<file path="src/rtl/dcache_wb_buf.sv">
// Write-back victim buffer: queues dirty D-cache evictions, drains them over a
// req/ack bus one at a time, and lets the MSHR look up blocks still in flight.
module dcache_wb_buf #(
    parameter int DEPTH = 4,
    parameter int TAG_W = 8,
    parameter int IDX_W = 5
) (
    input  logic                       clk,
    input  logic                       rst,
    input  logic                       evict_en_i,
    input  logic [TAG_W-1:0]           evict_tag_i,
    input  logic [IDX_W-1:0]           evict_idx_i,
    input  logic [63:0]                evict_data_i,
    output logic                       evict_rdy_o,
    output logic                       wb_req_o,
    output logic [63:0]                wb_addr_o,
    output logic [63:0]                wb_data_o,
    input  logic                       wb_ack_i,
    input  logic [TAG_W-1:0]           lkup_tag_i,
    input  logic [IDX_W-1:0]           lkup_idx_i,
    output logic                       lkup_hit_o,
    output logic [63:0]                lkup_data_o,
    output logic [$clog2(DEPTH):0]     cnt_o,
    output logic                       ovf_err_o
);

    localparam int PW = $clog2(DEPTH);
    localparam int CW = PW + 1;

    typedef enum logic [1:0] {
        ST_EMPTY,
        ST_REQ,
        ST_HOLD
    } state_e;

    logic             vld_q  [DEPTH];
    logic             vld_d  [DEPTH];
    logic [TAG_W-1:0] tag_q  [DEPTH];
    logic [TAG_W-1:0] tag_d  [DEPTH];
    logic [IDX_W-1:0] idx_q  [DEPTH];
    logic [IDX_W-1:0] idx_d  [DEPTH];
    logic [63:0]      data_q [DEPTH];
    logic [63:0]      data_d [DEPTH];

    logic [PW-1:0] head_q, head_d;
    logic [PW-1:0] tail_q, tail_d;
    logic [CW-1:0] cnt_q, cnt_d;
    state_e        state_q, state_d;
    logic          wb_req_q, wb_req_d;
    logic          ovf_q, ovf_d;

    logic          pop;
    logic          push;
    logic          merge_hit;
    logic [PW-1:0] merge_idx;
    logic          do_alloc;
    logic          do_merge;

    assign evict_rdy_o = (cnt_q != CW'(DEPTH));
    assign pop         = (state_q == ST_REQ) && wb_ack_i;
    assign push        = evict_en_i && evict_rdy_o;

    // The head being acked this cycle is leaving, so it must not absorb a merge.
    always_comb begin
        // NOTE: every always_comb output gets a default first so no path leaves it unassigned (no latch).
        merge_hit = 1'b0;
        merge_idx = '0;
        for (int i = 0; i < DEPTH; i++) begin
            if (vld_q[i] && tag_q[i] == evict_tag_i && idx_q[i] == evict_idx_i &&
                !(pop && PW'(i) == head_q)) begin
                merge_hit = 1'b1;
                merge_idx = PW'(i);
            end
        end
    end

    assign do_alloc = push && !merge_hit;
    assign do_merge = push && merge_hit;

    always_comb begin
        vld_d  = vld_q;
        tag_d  = tag_q;
        idx_d  = idx_q;
        data_d = data_q;
        head_d = head_q;
        tail_d = tail_q;
        if (pop) begin
            vld_d[head_q] = 1'b0;
            head_d        = head_q + PW'(1);
        end
        if (do_merge) begin
            data_d[merge_idx] = evict_data_i;
        end
        if (do_alloc) begin
            vld_d[tail_q]  = 1'b1;
            tag_d[tail_q]  = evict_tag_i;
            idx_d[tail_q]  = evict_idx_i;
            data_d[tail_q] = evict_data_i;
            tail_d         = tail_q + PW'(1);
        end
        cnt_d = cnt_q + CW'(do_alloc) - CW'(pop);
        ovf_d = ovf_q | (evict_en_i & ~evict_rdy_o);
    end

    // Hold a one-cycle bubble when the last entry retires while a new one lands,
    // so two same-address blocks never appear as one continuous request.
    always_comb begin
        state_d = state_q;
        case (state_q)
            ST_EMPTY: if (do_alloc) state_d = ST_REQ;
            ST_REQ: begin
                if (pop) begin
                    if (cnt_q == CW'(1) && do_alloc) state_d = ST_HOLD;
                    else if (cnt_d != '0)            state_d = ST_REQ;
                    else                             state_d = ST_EMPTY;
                end
            end
            ST_HOLD:  state_d = ST_REQ;
            default:  state_d = ST_EMPTY;
        endcase
        wb_req_d = (state_d == ST_REQ);
    end

    always_ff @(posedge clk) begin
        if (rst) begin
            for (int i = 0; i < DEPTH; i++) vld_q[i] <= 1'b0;
            head_q   <= '0;
            tail_q   <= '0;
            cnt_q    <= '0;
            state_q  <= ST_EMPTY;
            wb_req_q <= 1'b0;
            ovf_q    <= 1'b0;
        end else begin
            vld_q    <= vld_d;
            head_q   <= head_d;
            tail_q   <= tail_d;
            cnt_q    <= cnt_d;
            state_q  <= state_d;
            wb_req_q <= wb_req_d;
            ovf_q    <= ovf_d;
        end
    end

    // NOTE: payload storage is not reset; vld gating makes stale contents unobservable.
    always_ff @(posedge clk) begin
        tag_q  <= tag_d;
        idx_q  <= idx_d;
        data_q <= data_d;
    end

    always_comb begin
        logic [PW-1:0] slot;
        slot        = '0;
        lkup_hit_o  = 1'b0;
        lkup_data_o = '0;
        // Walk oldest to youngest so a later match overrides an earlier one.
        for (int k = 0; k < DEPTH; k++) begin
            slot = head_q + PW'(k);
            if (vld_q[slot] && tag_q[slot] == lkup_tag_i && idx_q[slot] == lkup_idx_i) begin
                lkup_hit_o  = 1'b1;
                lkup_data_o = data_q[slot];
            end
        end
    end

    assign wb_req_o  = wb_req_q;
    assign wb_addr_o = wb_req_q ? 64'({tag_q[head_q], idx_q[head_q], 3'b000}) : '0;
    assign wb_data_o = wb_req_q ? data_q[head_q] : '0;
    assign cnt_o     = cnt_q;
    assign ovf_err_o = ovf_q;

endmodule

</file>
<file path="config.mk">
export PLATFORM = sky130hd
export DESIGN_NAME = dcache_wb_buf
export DESIGN_NICKNAME = d
export VERILOG_FILES = /design/src/rtl/dcache_wb_buf.sv
export SDC_FILE = /design/constraint.sdc
export NUM_CORES = 1
export LEC_CHECK = 0
export BUFFER_PORTS_ARGS = -buffer_cell sky130_fd_sc_hd__buf_2
export CAP_MARGIN = 10
export CORE_AREA = 2 2 237 239
export DETAILED_ROUTE_END_ITERATION = 8
export DIE_AREA = 0 0 239 241
export HOLD_SLACK_MARGIN = 0.02
export PLACE_DENSITY = 0.63
export SLEW_MARGIN = 15
export SYNTH_ARGS = -nofsm -noshare
export SYNTH_HDL_FRONTEND = slang
export SYNTH_SLANG_ARGS = --single-unit
</file>
<file path="constraint.sdc">
create_clock -name clk -period 8.34 [get_ports clk]
set_input_delay 0.834 -clock clk [delete_from_list [all_inputs] [get_ports clk]]
set_output_delay 0.834 -clock clk [all_outputs]
set_load 0.05 [all_outputs]
</file>
# == Word level (Yosys, flattened, before mapping) ==
# Cells that the tools add are included.
# totals
out_inout_bits,199
in_bits,94
word_cells,203
ff_bits,323
# classes
bitwise,12
muxes,90
addsub,6
order_cmp,9
n_reduce_logical,40
n_eq_ne,24
# ops
cell,n
$mux W64,15
$bmux W64 S2,4
$bwmux W256,2
$mux W256,2
$demux W64 S2,2
$mux W8,9
$bmux W8 S2,4
$eq A8 B8 Y1,8
$mux W5,9
$bmux W5 S2,4
$eq A5 B5 Y1,8
$bwmux W32,1
$logic_and A1 B1 Y1,32
$bwmux W20,1
$mux W1,20
$ge A3 B3 Y1 const B,6
$not A2 Y3,6
$demux W8 S2,1
$mux W16,1
$demux W5 S2,1
$mux W2,5
$lt A3 B1 Y1 const B,3
$bmux W1 S2,4
$mux W4,2
other kinds (21),31

# == Logic depth before layout (Yosys ltp) ==
# Gate-level depths: netlist (run 1).
# logic_depth
word_depth,19
mapped_depth,26
depth_no_buf,17

# == Worst setup path after synthesis (run 1) ==
# No wires, ideal clock.
# synth_path
kind,reg2out
start,register head_q[0]
end,output port lkup_data_o[52]
setup_slack_ns,2.021
arrival_time_ns,5.485
stages_incl_launch_ff,21
required_ns,7.506
n_path_buf,12
cell_sequence,dfxtp_1 buf_6 buf_12 buf_12 buf_12 buf_6 buf_6 buf_2 buf_2 clkbuf_1 inv_1 ha_1 buf_2 clkinv_1 mux2i_4 xnor2_1 or4_1 a2111o_1 buf_2 buf_2 o22ai_1
# synth_via
elab_chain_len,11
elab_cells_between_ends,75
cone_classes,3 x add/sub; 8 x eq/ne; 52 x mux; 4 x bitwise; 8 x reduce/logical
# synth_rtl
element,line,rtl
from (decl),45,"logic [PW-1:0] head_q, head_d;"
from (signal assigned),127,head_q <= '0;
from (signal assigned),135,head_q <= head_d;
$add A2 B1 Y2 / $not A2 Y3 (equally long branches),"158, 159, 161",
$not A2 Y3 (not written as such) / $bmux W8 S2 (equally long branches),"159, 161",
$bmux W8 S2 / $mux W8 (equally long branches),159,if (vld_q[slot] && tag_q[slot] == lkup_tag_i && idx_q[slot] == lkup_idx_i) begin
$mux W8 (not written as such),159,
$mux W8 (not written as such) / $eq A8 B8 Y1 (equally long branches),159,
$eq A8 B8 Y1 / $logic_and A1 B1 Y1 (equally long branches),159,
$logic_and A1 B1 Y1,159,
$logic_and A1 B1 Y1 / $mux W64 (equally long branches),159,
$mux W64 (2 in series),159,
$mux W64 (*),159,
to (decl),22,"output logic [63:0] lkup_data_o,"
# Every way passes the cells marked *; elsewhere a longest branch is shown, timed or not. The select of a mux whose other input is x is not followed.

# == Worst setup path in the final report (run 1) ==
# layout_path
start,register head_q[0]
end,output port lkup_data_o[24]
# The elaborated chain is that of the path after synthesis.

==> impl_summary.txt, run 1 <==
----------------------------------------------------
[Worst setup path]
  Peak per-stage delay on the critical path ... 0.95 ns
  Bufs and invs on worst path ... 4
  Crit Path Category ... flop to output pin
  CP arrival ... between 5 and 6 ns
  Endpoint required time on the critical path ... between 7 and 8 ns
  Maximum net fanout on the critical path ... 88
  Critical-path top delay cell ... sky130_fd_sc_hd__buf_4
  Category of the worst setup path capture point ... output pin
  Cell family contributing the most delay on the critical path ... buffers and inverters
  Cell occurring most often along the worst timing path ... sky130_fd_sc_hd__buf_4
  Kind of start point of the critical path ... flop
  Critical Path, Cell by Cell ... buf_4 -> buf_4 -> mux4_2 -> nand2_1 -> a2111o_2 -> buf_4 -> o21ai_0 -> o22ai_1 -> buf_2

[STA]
  Slew @ Worst Pin ... 1.089 ns
  Final Hold Vio Count ... 0
  Final Max Tran Viols ... 0
  Worst max-slew margin expressed relative to the limit ... about 27%
  Setup violations, final ... 0
  Post-route minimum period ... slightly below 7 ns
  Setup clock skew after layout ... approximately 0.021 ns
  Share of the clock period used by the worst path after layout ... between 80 and 90%
  Highest achievable clock rate ... 0.1465 GHz
  RSZ-0062 raised after global routing ... no
  Post-Route Setup TNS ... 0 ns

[Final layout]
  Post-route cell area ... between 20000 and 25000 um^2
  Post-synthesis to final-layout area growth ... 12.45%
  Fillcell total ... 5175
  Commonest non-fill, non-tap cells in the layout ... sky130_fd_sc_hd__mux2_2 (323), sky130_fd_sc_hd__dfxtp_1 (268), sky130_fd_sc_hd__buf_2 (241)
  Ratio of cells with drive above 1 in the final layout ... 39.91%
  Most common library cell in the layout ignoring fill and taps ... sky130_fd_sc_hd__mux2_2
  NumNets Final ... 2157

[Route]
  Initial drt markers ... 1185
  Wirelength, routed ... around 62000 um
  Drt pass-1 iters ... 6
  Routed wire length per instance ... between 20 and 25 um
  Detailed-route vias per instance ... 5.981
  Number of design rule violations left after detail routing ... 0
  Routed via count ... 16680
  Remaining antenna violation count ... 0

[Die]
  Floorplan die area ... 57600 um^2
  Die W ... roughly 240 um
  CORE AREA ... between 50000 and 60000 um^2
  Std-Cell Rows ... 86
  Starting Density ... about two fifths
  Count of boundary I/O pins ... between 200 and 300
  Die height ... around 240 um

[Job]
  Max-Cap Viols ... 0

[Pwr]
  Static leakage power ... 0.008847 uW
  Cell Pwr Density ... about 320 nW/um^2
  Worst vdd ir ... 0.0002169 V
  Pwr Total ... 7741 uW

[Synthesis]
  Top post-synthesis cells by area ... sky130_fd_sc_hd__dfxtp_1 (26%), sky130_fd_sc_hd__mux2_2 (17%), sky130_fd_sc_hd__mux4_2 (17%), sky130_fd_sc_hd__edfxtp_1 (7.3%), sky130_fd_sc_hd__mux2i_1 (4.7%)
  FF+latch count, synth ... about 320
  Portion of synthesized cell area occupied by the leading cell type ... roughly 26%
  Warnings, synthesis ... 0
  Count of mapped cells out of synthesis ... between 1500 and 2000
  Portion of the post-synthesis area used by sequential elements ... 32.86%
  Cell Area, Synth ... approximately 21000 um^2
  Post-synth EDFFs ... 52
  Count of different cell masters after synthesis ... 63
  Leading area contributor after synthesis ... sky130_fd_sc_hd__dfxtp_1
  Average footprint of a synthesized cell ... 11.11 um^2
  Async SR Flop Fraction ... 0%
  Most used DFF post-synth ... sky130_fd_sc_hd__dfxtp_1

[GRT]
  Global-route usage over all layers ... around a fifth
  Wire length of the first global-routing pass ... ~94000 um
  Antenna violations before repair ... 10
  Remaining Overflow, GRT ... 0
  Via count of the first global-routing pass ... around 16000
  Pin count of the biggest net entering global routing ... 93

[Place]
  Half-perimeter wire length after detailed placement ... ~41000 um
  Post-placement cell area ... between 20000 and 25000 um^2
  IO Port Bufs ... ~240
  Routability congestion estimate ... ~0.88

[Clocking]
  Clk pin slew, worst setup/hold paths ... ~0.060 ns
  Clock buffer depth ... 3
  Number of H-tree branching levels ... 2
  Clock network latency to the later pin of the worst-skew pair ... ~0.56 ns
  Clock tree from TritonCTS ... built
  Setup Buffers After CTS ... 0
  CTS Hold Buffers Added ... 0
  Number of cells upsized or downsized after cts ... 0
  Inserted Clock Buffers ... 40
  Root buffer cell ... sky130_fd_sc_hd__clkbuf_16
  Number of clock sinks ... 323

[Run status]
  Run status ... finished clean

[Min path]
  Classification of the worst-slack hold path ... flop to flop

----------------------------------------------------
stage by stage:
step	setup slack, ns	util, %	hold WS, ns	std cells
floorplan	2.021	-	0.4560	1963
global placement	2.260	41.14	0.4524	2714
detailed placement	2.139	41.14	0.4771	2714
CTS	1.509	43.55	0.4972	2786
global route	1.100	43.57	0.5206	2789
finish	1.516	43.57	0.4941	2789
per-layer routing:
layer / share of wire (%) / up-vias / track usage (%)
met5: 0.13 / - / 0
met4: 3.6 / 12 / 9.375
met3: 6.6 / 147 / 3.386
met2: 49 / 697 / 35.36
met1: 41 / 8344 / 26.06
li1: - / 7481 / -
final timing paths:
check	startpoint	end	slack (ns)	cells after the start
worst min-delay path	ovf_err_o	ovf_err_o	0.49	2
worst max-delay path	head_q[0]	lkup_data_o[24]	1.52	9
worst min register to register	ovf_err_o	ovf_err_o	0.49	2
worst max register to register	head_q[0]	state_q[0]	2.15	18
synthesized netlist by cell type, types with 3 or more instances:
| cell type | instances |
|---|---|
| sky130_fd_sc_hd__a21oi_1 | 73 |
| sky130_fd_sc_hd__a221oi_1 | 63 |
| sky130_fd_sc_hd__and2_1 | 77 |
| sky130_fd_sc_hd__and3_1 | 6 |
| sky130_fd_sc_hd__buf_1 | 23 |
| sky130_fd_sc_hd__buf_12 | 3 |
| sky130_fd_sc_hd__buf_2 | 38 |
| sky130_fd_sc_hd__buf_4 | 52 |
| sky130_fd_sc_hd__buf_6 | 12 |
| sky130_fd_sc_hd__clkbuf_1 | 87 |
| sky130_fd_sc_hd__clkbuf_2 | 4 |
| sky130_fd_sc_hd__clkinv_1 | 3 |
| sky130_fd_sc_hd__dfxtp_1 | 271 |
| sky130_fd_sc_hd__edfxtp_1 | 52 |
| sky130_fd_sc_hd__ha_1 | 10 |
| sky130_fd_sc_hd__inv_1 | 14 |
| sky130_fd_sc_hd__mux2_2 | 323 |
| sky130_fd_sc_hd__mux2i_1 | 99 |
| sky130_fd_sc_hd__mux4_2 | 159 |
| sky130_fd_sc_hd__nand2_1 | 82 |
| sky130_fd_sc_hd__nand2b_1 | 3 |
| sky130_fd_sc_hd__nand3_1 | 10 |
| sky130_fd_sc_hd__nand4_1 | 7 |
| sky130_fd_sc_hd__nor2_1 | 78 |
| sky130_fd_sc_hd__nor2b_1 | 3 |
| sky130_fd_sc_hd__nor3_1 | 8 |
| sky130_fd_sc_hd__nor4_1 | 9 |
| sky130_fd_sc_hd__o2111ai_1 | 3 |
| sky130_fd_sc_hd__o21ai_0 | 131 |
| sky130_fd_sc_hd__o22ai_1 | 66 |
| sky130_fd_sc_hd__o2bb2ai_1 | 4 |
| sky130_fd_sc_hd__or3_1 | 3 |
| sky130_fd_sc_hd__xnor2_1 | 66 |
| sky130_fd_sc_hd__xor2_1 | 38 |
power breakdown:
group          total, uW  switching [uW]  internal [uW]  leakage (uW)
Clock               1750             690           1060      0.000649
Sequential          2890             638           2250       0.00275
Combinational       3100            1530           1570       0.00545
flip-flops by register name (all words and copies together) (netlist names):
name,count
tag_q,32
cnt_o,3
tail_q,2
ovf_err_o,1
idx_q,20
data_q,256
vld_q,4
wb_req_o,1
state_q,2
head_q,2
logic make-up after synthesis:
kind of cell	share of synthesized area, %
AOI/OAI and AO/OA	10.71
xor gates and xnor gates	4.284
adders and majority gates	0.6826
buffers and inverters	5.985
DFF	32.86
muxes	38.72
other	0.01764
and+or+nand+nor	6.744
worst register-to-register path: cells and delay by family (launching register included):
kind / cells / cell delay (ns)
and+or+nand+nor: 2 / 0.66
AOI/OAI and AO/OA: 5 / 1.38
adders and majority gates: 4 / 1.22
xor gates and xnor gates: 2 / 0.30
buffers and inverters: 5 / 1.89
DFF: 1 / 0.65
cell type report:
class / count / area (um^2) / share of cell area, %
sequential: 323 / 6995 / 29.26
antenna: 3 / 7.507 / 0.03140
clock buffer: 57 / 1156 / 4.836
multi-input combinational: 1404 / 13240 / 55.39
inverter: 17 / 66.31 / 0.2774
tap: 704 / 880.8 / 3.684
timing repair buffer: 266 / 1394 / 5.830
clock inverter: 15 / 166.4 / 0.6960
Note: power is estimated with default switching activity, not from simulation.
==> run 2: changes to the inputs <==
Settings changed: PLACE_DENSITY 0.63 to 0.66.
Clock period 8.34 ns to 5.5 ns, I/O delays scaled along.
==> impl_summary.txt, run 2 (synthesis gave the netlist of run 1 again) <==
----------------------------------------------------
[Run status]
  Run status ... finished clean

[Route]
  Routed wire length per instance ... 22.24 um (+0.46%)
  Wirelength, routed ... 62170 um (+0.68%)
  Drt pass-1 iters ... 6 (unchanged)
  Initial drt markers ... 1093 (-7.8%)
  Remaining antenna violation count ... 0 (unchanged)
  Routed via count ... 16590 (-0.56%)
  Detailed-route vias per instance ... 5.935 (-0.77%)
  Number of design rule violations left after detail routing ... 0 (unchanged)

[STA]
  Post-Route Setup TNS ... 0 ns (unchanged)
  Worst max-slew margin expressed relative to the limit ... 16.58% (-11 points)
  Highest achievable clock rate ... ~0.19 GHz
  Setup clock skew after layout ... 0.02368 ns (+0.002841 ns)
  Share of the clock period used by the worst path after layout ... 94.86%
  Post-route minimum period ... ~5.2 ns
  Slew @ Worst Pin ... 1.251 ns (+0.1625 ns)
  Final Max Tran Viols ... 0 (unchanged)
  RSZ-0062 raised after global routing ... no
  Final Hold Vio Count ... 0 (unchanged)
  Setup violations, final ... 0 (unchanged)

[Worst setup path]
  Cells on worst reg2reg path ... 19 (+1)
  Endpoint of the worst-slack reg-to-reg timing path ... wb_req_o
  Kind of start point of the critical path ... flop
  R2r setup slk ... 1.10 ns (-1.05 ns)
  Critical-path top delay cell ... sky130_fd_sc_hd__dfxtp_4
  Maximum net fanout on the critical path ... 48 (-45%)
  Crit Reg-Reg Startpoint ... head_q[1]
  Critical Path, Cell by Cell ... clkinv_1 -> ha_4 -> mux4_2 -> xor2_1 -> nor4_1 -> and3_1 -> a311oi_4 -> buf_4 -> a221oi_1 -> o22ai_4 -> buf_2
  Peak per-stage delay on the critical path ... 0.63 ns (-0.32 ns)
  Crit Path Category ... flop to output pin
  Category of the worst setup path capture point ... output pin
  Endpoint required time on the critical path ... 4.95 ns (-2.56 ns)
  CP arrival ... 4.67 ns (-1.32 ns)

[Clocking]
  Inserted Clock Buffers ... 40 (unchanged)
  Clock buffer depth ... 3 (unchanged)
  Number of H-tree branching levels ... 2 (unchanged)
  Clock tree from TritonCTS ... built
  Root buffer cell ... sky130_fd_sc_hd__clkbuf_16
  CTS Hold Buffers Added ... 0 (unchanged)
  Clock network latency to the later pin of the worst-skew pair ... 0.56 ns (about the same)
  Number of clock sinks ... 323 (unchanged)
  Clk pin slew, worst setup/hold paths ... 0.06 ns (about the same)

[Final layout]
  Largest reg by FF count ... data_q
  Fillcell total ... 5009 (-3.2%)
  Number of flip-flops in the largest register ... 256 (unchanged)
  Area used by multi-input combinational logic ... 14120 um^2 (+6.6%)
  Register Area ... 6995 um^2 (unchanged)
  Most common library cell in the layout ignoring fill and taps ... sky130_fd_sc_hd__mux2_2
  NumNets Final ... 2165 (+0.37%)
  Commonest non-fill, non-tap cells in the layout ... sky130_fd_sc_hd__mux2_2 (323), sky130_fd_sc_hd__dfxtp_1 (268), sky130_fd_sc_hd__buf_2 (241)
  Top flop regs ... data_q x256, tag_q x32, idx_q x20
  Post-synthesis to final-layout area growth ... 17.30%
  Final Core Density ... 45.45% (+1.9 points)
  Ratio of cells with drive above 1 in the final layout ... 43.13% (+3.2 points)

[GRT]
  Wire length of the first global-routing pass ... 96000 um (+2.0%)
  Remaining Overflow, GRT ... 0 (unchanged)
  Pin count of the biggest net entering global routing ... 143 (+54%)
  Global-route usage over all layers ... 21.23% (+0.41 points)
  Antenna violations before repair ... 10 (unchanged)
  Via count of the first global-routing pass ... 16440 (+0.84%)

[Min path]
  Classification of the worst-slack hold path ... primary input to flop
  Startpoint of the lowest-slack hold path ... evict_en_i
  Hold Crit Depth ... 3 (+1)
  Hold EP ... ovf_err_o

[Place]
  Routability congestion estimate ... 0.9288 (+5.1%)
  IO Port Bufs ... 241 (unchanged)
  Half-perimeter wire length after detailed placement ... 40330 um (-0.75%)

[Die]
  CORE AREA ... 54880 um^2 (unchanged)
  Std-Cell Rows ... 86 (unchanged)
  Die height ... 241 um (unchanged)
  Count of boundary I/O pins ... 293 (unchanged)
  Die W ... 239 um (unchanged)
  Floorplan die area ... 57600 um^2 (unchanged)
  Starting Density ... 38.74% (unchanged)

[Pwr]
  Static leakage power ... 0.008960 uW (+1.3%)
  Cell Pwr Density ... 479.1 nW/um^2 (+48%)
  Worst vdd ir ... 0.0002584 V (+19%)

[Job]
  Max-Cap Viols ... 0 (unchanged)

----------------------------------------------------
-- run 2: cell types whose count changed in the layout (fill, tap and decap cells not counted), sizes merged --
cell,previous run,this run
buf,266,274
clkbuf,57,58
bufinv,3,5
clkinv,10,9
diode,3,2
clkinvlp,2,1
inv,17,15
-- run 2: cell type report --
cell class | count | area share [%]
Multi-Input combinational cell | 1404 | 56.60
Clock inverter | 13 | 0.7876
Timing Repair Buffer | 274 | 6.176
Clock buffer | 58 | 4.570
Antenna cell | 2 | 0.02007
Sequential cell | 323 | 28.05
Inverter | 17 | 0.2659
Tap cell | 704 | 3.532
-- run 2: worst max path at each step --
stage,slack [ns],startpoint,cells after the start,to
final,0.28,head_q[1],11,lkup_data_o[35]
after detailed placement,0.65,head_q[1],11,lkup_data_o[20]
after global placement,0.72,head_q[1],11,lkup_data_o[20]
after floorplan,0.04,head_q[0],22,lkup_data_o[2]
after CTS,0.02,head_q[1],11,lkup_data_o[22]
after global routing,0.05,head_q[1],11,lkup_data_o[22]
-- run 2: power breakdown --
group,leakage [uW],switching [uW],internal (uW)
Sequential,0.00275,958,3420
Combinational,0.00556,2440,2440
Clock,0.000654,1020,1670
-- run 2: critical path: cells and delay by family (launching register included) --
family / cells / cell delay, ns
compound gates: 3 / 0.82
buf+inv: 3 / 0.81
flops: 1 / 0.63
simple gates: 2 / 0.59
mux: 1 / 0.54
fa+ha+maj: 1 / 0.46
xor+xnor: 1 / 0.16
-- run 2: per-layer routing --
metal / global-route usage (%) / up-vias / part of all wire (%)
met4: 7.727 / 12 / 3.0
met5: 0 / - / 0.13
met1: 27.04 / 8354 / 41
li1: - / 7491 / -
met2: 35.54 / 604 / 49
met3: 4.529 / 127 / 6.8
-- run 2: through the flow --
step	instances	power, uW	setup WS, ns	instance area [um^2]	hold WS (ns)
finish	2795	11950	0.2827	24940	0.2489
global route	2794	12630	0.04811	24940	0.2467
CTS	2791	12010	0.02405	24890	0.2258
detailed placement	2720	9259	0.6483	23550	0.4527
global placement	2720	9012	0.7198	23550	0.4496
floorplan	1963	8148	0.03507	22300	0.4560
-- run 2: what timing repair did --
action	in CTS	in global routing
setup buffers	0	2
gates resized for setup	0	4
endpoints found under the setup margin	0	63
